### config.mk
export PLATFORM = sky130hd
export DESIGN_NAME = id_issue_scoreboard
export DESIGN_NICKNAME = d
export VERILOG_FILES = /design/src/rtl/id_issue_scoreboard.sv
export SDC_FILE = /design/constraint.sdc
export NUM_CORES = 1
export LEC_CHECK = 0
export ABC_AREA = 1
export BUFFER_PORTS_ARGS = -buffer_cell sky130_fd_sc_hd__buf_2
export CAP_MARGIN = 20
export CORE_MARGIN = 4
export CORE_UTILIZATION = 45
export DETAILED_ROUTE_END_ITERATION = 10
export GPL_ROUTABILITY_DRIVEN = 0
export GPL_TIMING_DRIVEN = 0
export PLACE_DENSITY = 0.68
export SETUP_SLACK_MARGIN = 0.2
export SYNTH_ARGS = -nofsm -noshare
export SYNTH_HDL_FRONTEND = slang
export SYNTH_SLANG_ARGS = --single-unit
### constraint.sdc
create_clock -name clk -period 2.5 [get_ports clk]
set_input_delay 0.5 -clock clk [delete_from_list [all_inputs] [get_ports clk]]
set_output_delay 0.5 -clock clk [all_outputs]
set_load 0.02 [all_outputs]
### src/rtl/id_issue_scoreboard.sv
// ID-stage issue controller: holds the ID instruction on register and
// write-port hazards, reserves write-back slots and drives the RF write port.
module id_issue_scoreboard #(
    parameter int LAT_MAX = 4,
    parameter int LW      = $clog2(LAT_MAX + 1)
) (
    input  logic          clk,
    input  logic          rst,
    input  logic          id_valid,
    input  logic [4:0]    id_rs1,
    input  logic [4:0]    id_rs2,
    input  logic [4:0]    id_rd,
    input  logic          id_uses_rs1,
    input  logic          id_uses_rs2,
    input  logic          id_writes_rd,
    input  logic [LW-1:0] id_lat,
    input  logic          flush,
    output logic          issue,
    output logic          stall,
    output logic          RegWrite,
    output logic [4:0]    WriteReg,
    output logic [31:0]   pending,
    output logic [15:0]   stall_cnt
);

    // Slot k (1-based) lives at index k-1; index 0 is the write-back slot.
    logic [LAT_MAX-1:0] v_q, v_d;
    logic [4:0]         rd_q [LAT_MAX];
    logic [4:0]         rd_d [LAT_MAX];
    logic [15:0]        cnt_q, cnt_d;

    logic [LW-1:0] lat_eff;
    logic          wr_nz;
    logic          raw, waw, port, port_busy;
    logic          alloc;

    // Clamp the requested latency into 1..LAT_MAX
    always_comb begin
        if (id_lat == '0)
            lat_eff = LW'(1);
        else if (int'(id_lat) > LAT_MAX)
            lat_eff = LW'(LAT_MAX);
        else
            lat_eff = id_lat;
    end

    // Reserved destinations, including the slot writing back this cycle
    always_comb begin
        pending = '0;
        for (int k = 0; k < LAT_MAX; k++)
            if (v_q[k]) pending[rd_q[k]] = 1'b1;
    end

    // Write port is busy if slot L+1 is taken (it lands in slot L after shift)
    always_comb begin
        port_busy = 1'b0;
        for (int k = 0; k < LAT_MAX; k++)
            if (k == int'(lat_eff)) port_busy = v_q[k];
    end

    assign wr_nz = id_writes_rd && (id_rd != 5'd0);

    assign raw = (id_uses_rs1 && (id_rs1 != 5'd0) && pending[id_rs1])
              || (id_uses_rs2 && (id_rs2 != 5'd0) && pending[id_rs2]);
    assign waw  = wr_nz && pending[id_rd];
    assign port = wr_nz && port_busy;

    assign stall = rst && id_valid && !flush && (raw || waw || port);
    assign issue = rst && id_valid && !flush && !stall;
    assign alloc = issue && wr_nz;

    // Shift reservations toward write-back, then place the new one at slot L
    always_comb begin
        for (int k = 0; k < LAT_MAX - 1; k++) begin
            v_d[k]  = v_q[k+1];
            rd_d[k] = rd_q[k+1];
        end
        v_d[LAT_MAX-1]  = 1'b0;
        rd_d[LAT_MAX-1] = 5'd0;
        if (alloc) begin
            for (int k = 0; k < LAT_MAX; k++) begin
                if (k + 1 == int'(lat_eff)) begin
                    v_d[k]  = 1'b1;
                    rd_d[k] = id_rd;
                end
            end
        end
    end

    // Saturating stall-cycle counter
    always_comb begin
        cnt_d = cnt_q;
        if (stall && (cnt_q != 16'hFFFF))
            cnt_d = cnt_q + 16'd1;
    end

    // Reservation array and counter; reset drops any in-flight write-backs
    always_ff @(posedge clk) begin
        if (!rst) begin
            v_q   <= '0;
            cnt_q <= '0;
            for (int k = 0; k < LAT_MAX; k++)
                rd_q[k] <= 5'd0;
        end else begin
            v_q   <= v_d;
            cnt_q <= cnt_d;
            for (int k = 0; k < LAT_MAX; k++)
                rd_q[k] <= rd_d[k];
        end
    end

    assign RegWrite  = v_q[0];
    assign WriteReg  = v_q[0] ? rd_q[0] : 5'd0;
    assign stall_cnt = cnt_q;

endmodule
==> run_results.csv <==
group,metric,value,unit
setup_path,critPathKind,"flop to primary output",
place,dp.cells,1052,
cts,clk_latency,0.30,ns
worst_hold_path,hp-start,"rst",
synthesis,ys_top_cells_by_area,"nor2_1 (19%), nand2_1 (19%), dfxtp_1 (18%), nand3_1 (14%), nand4_1 (4.4%)",
synthesis,yosysTopAreaCellShare,19.1,%
drt,drt-pass1-iter-count,6,
cts,clockBufferDepth,2,
setup_path,reg2reg_to,"stall_cnt[11]",
timing,setup_viol,42,
synthesis,yosys_warnings,0,
cts,cts_max_level,2,
timing,post-route-period-util,121,%
grt,grt_pass1_vias,5762,
place,hpwl,13400,um
drt,vias,6407,
die,io_pins,81,
die,core.rowCount,35,
cts,numClockSinks,40,
die,fp.coreArea,0.00937,mm2
die,dieArea,0.0115,mm2
cts,cts_tree,"built",
drt,remaining_drc_errors,0,
die,die_width,107,um
place,port_buffers,76,
synthesis,postSynthAreaPerCell,5.21,um2
power_and_ir_drop,p_int,0.992,mW
timing,max_clock_freq,331,MHz
power_and_ir_drop,power_switching,0.493,mW
timing,setup_ws,-0.521,ns
timing,tightest_slew,0.672,ns
worst_hold_path,holdPathEnd,"stall_cnt[8]",
timing,maxSlewViolCount,0,
drt,routedWlPerCell,17.3,um
drt,via_per_inst,5.73,
grt,grt_overflow,0,
drt,drt-initial-drc-count,797,
flow_run,drv_cap,0,
setup_path,worstSetupStartpointType,"flop",
worst_hold_path,holdPathStages,3,
cells_and_area,final_cells,1119,
cts,cts-root-buf,"clkbuf_8",
timing,hold_violations,0,
cts,cts_made_buffers,5,
cells_and_area,final_net_count,1015,
setup_path,r2r_start,"rd_q[2][4]",
power_and_ir_drop,peakVddDrop,0.259,mV
power_and_ir_drop,pwr-share-clk,31.1,%
synthesis,synth_top_area_cell,"nor2_1",
place,dpl_worst_slack,-0.469,ns
cells_and_area,final_cell_mix,"nor2_1 (180), nand2_1 (159), nand3_1 (86)",
power_and_ir_drop,pwr-share-seq,42.4,%
power_and_ir_drop,p_leak,2.65,nW
synthesis,synth-main-ff-cell,"dfxtp_1",
cells_and_area,drive_gt1_share,40.2,%
power_and_ir_drop,switching_share,33.2,%
synthesis,ys_seq_area_share,18.2,%
die,initial_utilization,47.1,%
cells_and_area,final_common_cell,"nor2_1",
synthesis,synth-edff-count,0,
cts,clk_pin_slew,0.08,ns
cells_and_area,insertedDiodeCount,0,
power_and_ir_drop,p_per_area,225,mW/mm2
synthesis,ys_seq_elements,40,
grt,grt_pass1_wl,29800,um
synthesis,async_flop_share,0,%
setup_path,ff2ff_path_depth,22,
setup_path,endpoint_kind,"primary output",
setup_path,arrival,2.52,ns
drt,finalWirelength,19400,um
die,fp.dieH,107,um
grt,grt.total_usage,32.4,%
status,status,"finished, violations left",
synthesis,syn_nets,873,
worst_hold_path,min_path_type,"input port to flop",
grt,grt_max_degree,13,
power_and_ir_drop,p_comb_share,26.5,%
cts,hold_buffers,0,
synthesis,synth.cell_area,0.00441,mm2
timing,rsz0062_at_grt,"true",
synthesis,syn_inst,847,
status,violations,"negative setup slack",
setup_path,rrSetupSlack,-0.34,ns
setup_path,required,2.00,ns
timing,skew,0.00551,ns
synthesis,synth.distinct_cells,27,
setup_path,critPathMaxFanout,8,
cells_and_area,syn2layout_area_growth,49.5,%
drt,ant_nets,0,
power_and_ir_drop,totalPowerFinal,1.48,mW
timing,min_period,3.02,ns
grt,antenna_found_initial,0,
timing,timing.slew.headroom,55.2,%
synth_stat cells (3+ instances only):
cell type and number:
nor3_1 6, buf_1 5, a21oi_1 32, buf_4 3, nor2_1 225, dfxtp_1 40, o21ai_0 18, clkinv_1 4
clkbuf_1 18, nand2_2 7, nand4_1 31, nand3_2 13, inv_1 51, nand3_4 3, inv_2 12, nand2_1 224
buf_2 9, xor2_1 12, nand3_1 126
stage by stage:
stage               setup TNS [ns]  util (%)  area [um2]  hold slack [ns]
floorplan                        0         -        4610            0.486
global placement             -5.69      54.9        5150            0.480
detailed placement           -5.85      54.9        5150            0.495
CTS                         -0.821      65.0        6090            0.452
global route                -13.88      70.4        6600            0.467
finish                       -8.92      70.4        6600            0.456
layout make-up:
type,count,area [um2]
Buffer,36,253
Clock buffer,6,82.6
Clock inverter,2,10.0
Fill cell,841,2770
Inverter,67,275
Multi-Input combinational cell,704,4030
Sequential cell,40,873
Tap cell,129,161
Timing Repair Buffer,135,913
cell families (layout without fill, tap and decap cells):
group / after synthesis / after routing / synth area share, %
and+or+nand+nor: 638 / 638 / 63.5
AOI/OAI and AO/OA: 52 / 52 / 6.07
adders and majority gates: 1 / 1 / 0.284
xor gates and xnor gates: 13 / 13 / 2.58
DFF: 40 / 40 / 18.2
buffers and inverters: 103 / 246 / 9.44
critical path, cell delays in order, from the launching register on:
cell and delay, ns:
dfxtp_1 0.33, buf_6 0.15, buf_4 0.14, nand3_2 0.12, nor2_1 0.17, nor2_1 0.07
nand2_2 0.18, nand2_1 0.08, nand3_1 0.10, nand3_1 0.08, nand3_1 0.08, nand3_2 0.09
nand3_2 0.09, nand2_2 0.07, inv_2 0.10, nor2_8 0.05, buf_8 0.12, nor2_4 0.07
buf_6 0.12
routing by layer:
layer / vias up / global-route usage (%) / part of all wire (%)
li1: 3023 / - / -
met1: 2933 / 42.1 / 39
met2: 378 / 54.1 / 48
met3: 73 / 6.38 / 11
met4: 0 / 9.59 / 3.0
met5: - / 0 / 0
power groups by stage:
stage | logic (mW) | registers, mW | clock network, mW
after global placement | 0.280 | 0.660 | 0
after CTS | 0.351 | 0.630 | 0.464
after detailed placement | 0.284 | 0.660 | 0
final | 0.393 | 0.629 | 0.462
after global routing | 0.426 | 0.630 | 0.495
after floorplan | 0.198 | 0.661 | 0
flip-flops by register name, summed over array words and instances (netlist names):
signal	count
stall_cnt	16
rd_q	20
v_q	4
what timing repair did:
action / 4_1_cts / 5_1_grt
buffers inserted: 29 / 28
gates cloned: 2 / 0
endpoints found under the setup margin: 42 / 42
resized for setup: 184 / 74
pin swaps: 62 / 60
how the worst max path moves through the flow:
stage | startpoint | to | slack [ns] | cells after the start
after floorplan | v_q[0] | stall | 0.12 | 16
after global placement | rd_q[1][2] | stall | -0.49 | 17
after detailed placement | rd_q[1][2] | stall | -0.47 | 17
after CTS | rd_q[1][4] | stall | -0.38 | 18
after global routing | rd_q[2][4] | stall | -0.62 | 18
final | rd_q[2][4] | stall | -0.52 | 18
Note: power is estimated with default switching activity, not from simulation.
